$ cat src/rtl/alu_result_queue.sv
// ============================================================================
// Module   : alu_result_queue
// Purpose  : In-order result FIFO between ALU and writeback with Z/V/N flag
//            register and saturating overflow-event counter updated on commit.
// Revision : 1.0
// ============================================================================
`default_nettype none

module alu_result_queue #(
   parameter int DATA_W = 4,
   parameter int DEPTH  = 4
) (
   input  logic              clk,
   input  logic              rst,
   input  logic              in_valid,
   output logic              in_ready,
   input  logic [1:0]        in_opcode,
   input  logic [DATA_W-1:0] in_result,
   input  logic              in_error,
   output logic              out_valid,
   input  logic              out_ready,
   output logic [DATA_W-1:0] out_result,
   output logic              out_error,
   output logic [1:0]        out_opcode,
   output logic              flag_z,
   output logic              flag_v,
   output logic              flag_n,
   output logic [7:0]        ovfl_count,
   input  logic              clr_count
);

   localparam int         AW      = $clog2(DEPTH);
   localparam int         CW      = AW + 1;
   localparam logic [7:0] CNT_MAX = 8'hFF;

   logic [DATA_W-1:0] r_mem_result [DEPTH];
   logic              r_mem_error  [DEPTH];
   logic [1:0]        r_mem_opcode [DEPTH];

   logic [AW-1:0]     r_wr_ptr;
   logic [AW-1:0]     r_rd_ptr;
   logic [CW-1:0]     r_count;

   logic              w_push;
   logic              w_pop;
   logic [DATA_W-1:0] w_head_result;
   logic              w_head_error;
   logic [1:0]        w_head_opcode;
   logic              w_head_arith;

   assign in_ready  = (r_count != CW'(DEPTH));
   assign out_valid = (r_count != '0);
   assign w_push    = in_valid && in_ready;
   assign w_pop     = out_valid && out_ready;

   assign w_head_result = r_mem_result[r_rd_ptr];
   assign w_head_error  = r_mem_error[r_rd_ptr];
   assign w_head_opcode = r_mem_opcode[r_rd_ptr];
   assign w_head_arith  = ~w_head_opcode[1];

   // Head is forced to zero when empty so stale storage never leaks out,
   // which also gives all-zero outputs right after reset.
   assign out_result = out_valid ? w_head_result : '0;
   assign out_error  = out_valid ? w_head_error  : 1'b0;
   assign out_opcode = out_valid ? w_head_opcode : 2'b00;

   // Storage needs no reset: entries are only observed while counted valid.
   always_ff @(posedge clk) begin
      if (w_push) begin
         r_mem_result[r_wr_ptr] <= in_result;
         r_mem_error[r_wr_ptr]  <= in_error & ~in_opcode[1];
         r_mem_opcode[r_wr_ptr] <= in_opcode;
      end
   end

   always_ff @(posedge clk or posedge rst) begin
      if (rst) begin
         r_wr_ptr <= '0;
         r_rd_ptr <= '0;
         r_count  <= '0;
      end else begin
         if (w_push) r_wr_ptr <= r_wr_ptr + 1'b1;
         if (w_pop)  r_rd_ptr <= r_rd_ptr + 1'b1;
         case ({w_push, w_pop})
            2'b10:   r_count <= r_count + 1'b1;
            2'b01:   r_count <= r_count - 1'b1;
            default: r_count <= r_count;
         endcase
      end
   end

   // Logical ops only update Z; V and N keep the last arithmetic outcome.
   always_ff @(posedge clk or posedge rst) begin
      if (rst) begin
         flag_z <= 1'b0;
         flag_v <= 1'b0;
         flag_n <= 1'b0;
      end else if (w_pop) begin
         flag_z <= (w_head_result == '0);
         if (w_head_arith) begin
            flag_v <= w_head_error;
            flag_n <= w_head_result[DATA_W-1];
         end
      end
   end

   always_ff @(posedge clk or posedge rst) begin
      if (rst) begin
         ovfl_count <= 8'd0;
      end else if (clr_count) begin
         ovfl_count <= 8'd0;
      end else if (w_pop && w_head_error && (ovfl_count != CNT_MAX)) begin
         ovfl_count <= ovfl_count + 8'd1;
      end
   end

endmodule

`default_nettype wire

$ cat config.mk
export PLATFORM = sky130hd
export DESIGN_NAME = alu_result_queue
export DESIGN_NICKNAME = d
export VERILOG_FILES = /design/src/rtl/alu_result_queue.sv
export SDC_FILE = /design/constraint.sdc
export NUM_CORES = 1
export LEC_CHECK = 0
export BUFFER_PORTS_ARGS = -buffer_cell sky130_fd_sc_hd__buf_2
export CAP_MARGIN = 30
export CORE_ASPECT_RATIO = 2
export CORE_MARGIN = 5
export CORE_UTILIZATION = 56
export CTS_CLUSTER_SIZE = 30
export DETAILED_ROUTE_END_ITERATION = 8
export GPL_ROUTABILITY_DRIVEN = 0
export HOLD_SLACK_MARGIN = 0.05
export PLACE_DENSITY_LB_ADDON = 0.2
export SETUP_SLACK_MARGIN = 0.4
export SKIP_CTS_REPAIR_TIMING = 1
export SLEW_MARGIN = 20
export SYNTH_ARGS = -nofsm -noshare
export SYNTH_HDL_FRONTEND = slang
export SYNTH_SLANG_ARGS = --single-unit
$ cat constraint.sdc
create_clock -name clk -period 2.4 [get_ports clk]
set_input_delay 0.24 -clock clk [delete_from_list [all_inputs] [get_ports clk]]
set_output_delay 0.24 -clock clk [all_outputs]
set_load 0.01 [all_outputs]
==> metrics.txt, run 1 <==
P_leak 1.063 nW; Setup TNS Final 0 ns; MaxCap Viol Count 0; Yosys cell types 35; ant diodes 0; clock sinks 46; Slew @ Worst Pin 0.7099 ns; Setup Skew 0.009495 ns; Ports 32; total gr overflow 0; first-pass GRT wire length 6230 µm; CP required 2.16 ns; pin count of the biggest net entering global routing 19; Syn Area/Cell 14.89 µm²; fmax 501.6 MHz; RSZ-0062 raised after global routing true; HP Class in -> async; PD cells 1122 nW/µm²; nets 204; Final Hold Slack 0.03782 ns; CP Capture Point out_result[2]; Synthesized Nets 159; drt drc 0; # setup viols final 0; Bufs on Longest Clock Path 2; Max-slew headroom 52.62%; CTS root buffer clkbuf_8; Critical Path Sink Type primary output; r2r setup slk 0.51 ns; Peak VDD IR 0.7615 mV; Routed Antenna Nets 0; Worst Reg-to-Reg Cells 10; Avg WL per Cell 16.24 µm; vias per cell 5.451; status finished, final reports clean; port buffer count 31; Yosys reg bits 46; cells after synthesis 140; Die ar. 5116 µm²; post-synthesis sequential area ratio 61.94%; routed wire length 3816 µm; worst skew pair latency 0.30 ns; hpwl dp 2844 µm; core area 3607 µm²; total routing usage reported by global routing 17.50%; CP max FO 4; Num CTS Buffers 5; number of global-route vias before repair 1317; Layout area overhead 19.21%; commonest non-fill, non-tap cell in the layout buf_2; crit path DAT 1.75 ns; kind of critical path reg -> out; Syn Std Cell Area 2084 µm²; CP startpoint r_rd_ptr[0]; crit share post-route 83.07%; Starting Density 57.79%; layout cell share with drive strength beyond 1 37.10%; startpoint types register; Fin. Hold Viols 0; launching point of the worst reg2reg path r_count[0]; most frequent cells in the layout 32 x buf_2, 28 x edfxtp_1, 17 x dfrtp_1, 11 x buf_4; FP Rows 31; initial antenna violation count 0; H-tree Lvls 2; Die Wd 53.14 µm; Die H 96.28 µm; DR pass1 iterations 4; post-route minimum period 1.994 ns; Final Max Tran Viols 0; routed vias 1281; Synthesis Warnings 0; R2R Path End r_count[2]; CTS clock-pin slew for the worst setup and hold paths 0.09 ns; TritonCTS clock tree built; drt initial violations 24
==> power by group <==
part | switching, W | total (W) | internal [W]
sequential | 0.000133 | 0.00118 | 0.00105
combinational | 0.000546 | 0.00111 | 0.000567
clock | 0.000276 | 0.000494 | 0.000218
==> cells by family (layout without fill, tap and decap cells) <==
kind of cell / count (synthesis) / count (layout) / share of synthesized area (%)
xor+xnor: 7 / 7 / 2.941
fa+ha+maj: 7 / 7 / 4.562
simple gates: 41 / 41 / 11.10
flops: 46 / 46 / 61.94
buf+inv: 14 / 60 / 3.121
compound gates: 11 / 11 / 3.841
mux: 14 / 14 / 12.48
==> how the worst min path moves through the flow <==
stage | from | endpoint | slack, ns | cells past startpoint
floorplan | rst | flag_n | 0.18 | 1
finish | rst | ovfl_count[2] | 0.04 | 2
CTS | rst | ovfl_count[2] | 0.06 | 2
detailed placement | rst | ovfl_count[2] | 0.39 | 2
global route | rst | ovfl_count[2] | 0.10 | 2
global placement | rst | ovfl_count[0] | 0.37 | 2
==> flip-flops by register name (all words and copies together), names as in the netlist <==
signal	count
r_rd_ptr	2
ovfl_count	8
r_mem_error	4
flag_v	1
flag_z	1
r_mem_result	16
r_mem_opcode	8
r_count	3
flag_n	1
r_wr_ptr	2
==> synth_stat cells <==
cell type  count  area share (%)
edfxtp_1      28              40
dfrtp_1       18              22
inv_1          9             1.6
and2_1         7             2.1
nor2_1         7             1.3
ha_1           6             3.6
mux4_1         6             7.6
a21oi_1        5             1.2
nand3_1        5             1.2
and3_1         4             1.2
mux2_2         4             2.2
nand2_1        4            0.72
or3_1          4             1.2
xor2_1         4             1.7
o21ai_0        3            0.72
xnor2_1        3             1.3
clkbuf_1       2            0.36
mux2i_1        2            0.96
nor2b_1        2            0.60
nor3_1         2            0.48
a41o_1         1            0.48
and2_2         1            0.36
and2_4         1            0.42
and4b_1        1            0.48
buf_4          1            0.36
buf_6          1            0.54
clkbuf_2       1            0.24
fa_1           1            0.96
mux2_4         1            0.72
mux4_2         1             1.1
nand4_1        1            0.30
nor3_2         1            0.48
nor4_1         1            0.30
o211ai_4       1             1.0
o31a_1         1            0.42
==> layer usage <==
| layer | track usage, % | vias up | wire length (µm) |
|---|---|---|---|
| met4 | 9.808 | 0 | 147 |
| met5 | 0 | - | 0 |
| li1 | - | 604 | - |
| met3 | 3.876 | 11 | 149 |
| met1 | 17.63 | 630 | 1285 |
| met2 | 31.74 | 36 | 2234 |
==> metrics by stage <==
stage / cells / worst slack (ns) / util, % / power [W] / instance area, µm²
4_1_cts: 223 / 0.1903 / 65.76 / 0.002646 / 2372
2_1_floorplan: 140 / 0.4550 / - / 0.001859 / 2090
3_5_place_dp: 215 / 0.3406 / 63.06 / 0.002152 / 2275
6_report: 235 / 0.4063 / 68.89 / 0.002787 / 2485
5_1_grt: 235 / 0.3556 / 68.89 / 0.002972 / 2485
3_3_place_gp: 215 / 0.4436 / 63.06 / 0.002100 / 2275
==> critical path: stages, from the launching register on <==
cell,delay (ns)
dfrtp_2,0.39
buf_2,0.18
mux4_1,0.58
and2_1,0.17
buf_2,0.13
==> cell type report <==
class	instances	area, µm²
timing repair buffer	43	242.7
clock buffer	5	68.82
tap	49	61.31
clock inverter	3	28.78
multi-input combinational	80	757.0
fill	261	1122
inverter	9	33.78
sequential	46	1292
No activity file was read; power rests on OpenSTA's default activity.
==> run 2, diff against run 1 <==
--- a/config.mk
+++ b/config.mk
@@ -5,6 +5,7 @@
 export SDC_FILE = /design/constraint.sdc
 export NUM_CORES = 1
 export LEC_CHECK = 0
+export ABC_AREA = 1
 export BUFFER_PORTS_ARGS = -buffer_cell sky130_fd_sc_hd__buf_2
 export CAP_MARGIN = 30
 export CORE_ASPECT_RATIO = 2
==> constraint.sdc (replaced) <==
create_clock -name clk -period 2.1 [get_ports clk]
set_input_delay 0.21 -clock clk [delete_from_list [all_inputs] [get_ports clk]]
set_output_delay 0.21 -clock clk [all_outputs]
set_load 0.01 [all_outputs]
==> metrics.txt, run 2 <==
Fin. Hold Viols 0 (unchanged); Die ar. 5402 µm² (+5.6%); top cells by count, synth 62 x nand2_1, 28 x edfxtp_1, 28 x nor2_1; Primary FF master, synth edfxtp_1; Ports 32 (unchanged); number of global-route vias before repair 1556 (+18%); core area 3844 µm² (+6.6%); placed cell areas 2457 µm² (+8.0%); crit share post-route 85.95%; Max-slew headroom 52.58% (about the same); startpoint types register; HP Class in -> async; CP required 2.27 ns (+0.11 ns); routed wire length 4712 µm (+23%); port buffer count 31 (unchanged); CTS root buffer clkbuf_8; Setup TNS Final 0 ns (unchanged); cell breakdown of the critical path nor2_4 -> nand2_2 -> nand2_4 -> ha_4 -> inv_4 -> fa_2 -> a21oi_2 -> o21ai_2 -> xor2_1; PD cells 1345 nW/µm² (+20%); ant diodes 0 (unchanged); Largest register FFs 16 (unchanged); layout cell share with drive strength beyond 1 32.51% (-4.6 points); DR pass1 iterations 4 (unchanged); Layout area overhead 24.17%; Synthesis Warnings 0 (unchanged); finished layout cell area 2758 µm² (+11%); worst skew pair latency 0.29 ns (about the same); pin count of the biggest net entering global routing 19 (unchanged); TritonCTS clock tree built; kind of critical path reg -> reg; Routed Antenna Nets 0 (unchanged); MaxCap Viol Count 0 (unchanged); Syn Area/Cell 9.656 µm² (-35%); EDFF count, synth 28 (unchanged); Syn Std Cell Area 2221 µm² (+6.5%); total routing usage reported by global routing 18.23% (+0.73 points); Max stage delay on crit path 0.43 ns (-0.15 ns); Num CTS Buffers 5 (unchanged); P_leak 1.277 nW (+20%); Die H 99.06 µm (+2.9%); Peak VDD IR 0.8850 mV (+16%); Die Wd 54.53 µm (+2.6%); post-route minimum period 1.805 ns; Biggest register r_mem_result; Avg WL per Cell 14.11 µm (-13%); biggest area consumer among synthesized cells edfxtp_1; post-synthesis sequential area ratio 58.14% (-3.8 points); Yosys reg bits 46 (unchanged); Bufs on Longest Clock Path 2 (unchanged); Core Util, Final 71.74% (+2.9 points); crit path DAT 1.97 ns (+0.22 ns); fmax 554.0 MHz; Largest regs r_mem_result x16, ovfl_count x8, r_mem_opcode x8; Starting Density 57.78% (about the same); CP max FO 3 (-1); FP Rows 32 (+3.2%); CTS clock-pin slew for the worst setup and hold paths 0.08 ns (about the same); hpwl dp 3202 µm (+13%); Synthesized Nets 249 (+57%); top area cells in the synthesized netlist edfxtp_1 38%, dfrtp_1 20%, nand2_1 10%, nand3_1 5.6%, nor2_1 4.7%; first-pass GRT wire length 7127 µm (+14%); Synth top area share 37.86% (-2.5 points); RSZ-0062 raised after global routing true; Final Max Tran Viols 0 (unchanged); drt initial violations 49 (+100%); cells after synthesis 230 (+64%); routed vias 1696 (+32%); initial antenna violation count 0 (unchanged); vias per cell 5.078 (-6.8%); clock sinks 46 (unchanged); drt drc 0 (unchanged); Post-synth ARST share 39.13% (unchanged); Yosys cell types 26 (-26%); Critical Path Sink Type register; Slew @ Worst Pin 0.7105 ns (+0.0005972 ns); Setup Skew 0.007113 ns (-0.002382 ns); total gr overflow 0 (unchanged); slowest CP cell dfrtp_1; top-count cell post-synth nand2_1; # setup viols final 0 (unchanged); H-tree Lvls 2 (unchanged); nets 301 (+48%); commonest non-fill, non-tap cell in the layout nand2_1; most frequent cells in the layout 55 x nand2_1, 32 x buf_2, 28 x nor2_1, 28 x edfxtp_1, 21 x nand3_1; status finished, final reports clean
-- run 2: cell families (layout without fill, tap and decap cells) --
kind of cell / count (synthesis) / count (layout) / synth area share [%]
compound gates: 15 / 15 / 3.380
fa+ha+maj: 7 / 7 / 4.282
buf+inv: 28 / 81 / 6.140
flops: 46 / 46 / 58.14
xor+xnor: 5 / 5 / 1.972
simple gates: 129 / 129 / 26.08
-- run 2: worst paths after layout --
path	cells past startpoint	slack (ns)	start	to
worst max-delay path	9	0.30	r_count[0]	r_count[2]
worst min-delay path	2	0.02	rst	ovfl_count[5]
worst max register to register	9	0.30	r_count[0]	r_count[2]
worst min register to register	2	0.50	flag_n	flag_n
max in group asynchronous	2	1.58	rst	r_rd_ptr[1]
min in group clk	1	0.14	in_opcode[0]	r_mem_opcode[2][0]
-- run 2: metrics by stage --
stage	setup WS (ns)	hold slack [ns]	cells	total power [W]
5_1_grt	0.2303	0.06809	334	0.003978
3_3_place_gp	0.3595	0.3562	312	0.002731
4_1_cts	0.2009	0.03717	320	0.003345
2_1_floorplan	0.3805	0.1486	230	0.002332
6_report	0.2951	0.02227	334	0.003710
3_5_place_dp	0.2767	0.3560	312	0.002755
-- run 2: per-layer routing --
layer / wire [µm] / GRT usage (%)
met1: 1748 / 20.28
met2: 2688 / 32.23
met3: 180 / 3.177
met4: 95 / 7.486
met5: 0 / 0
-- run 2: report_power, final --
group	switching (W)	leakage [nW]	internal, W	total (W)
logic	0.00103	0.738	0.000736	0.00177
clock network	0.000276	0.0544	0.000301	0.000577
registers	0.000171	0.485	0.00120	0.00137
total	0.00148	1.28	0.00223	0.00371
-- run 2: area by class of cell --
cell class              instances  area, µm²
flip-flops and latches         46       1294
fillers                       315       1086
multi-input cells             156      872.1
repair buffers                 49      304.0
inverters                      23      112.6
clock buffers                   7      96.34
well taps                      51      63.81
clock inverters                 1      8.758
repair inverters                1      6.256
-- run 2: critical path: cells and delay by family (launching register included) --
family	cells	cell delay [ns]
AND/OR/NAND/NOR	3	0.33
flip-flops	1	0.43
AO/OA/AOI/OAI	2	0.25
buffers and inverters	1	0.04
adder cells (fa/ha/maj)	2	0.48
XOR/XNOR	1	0.15
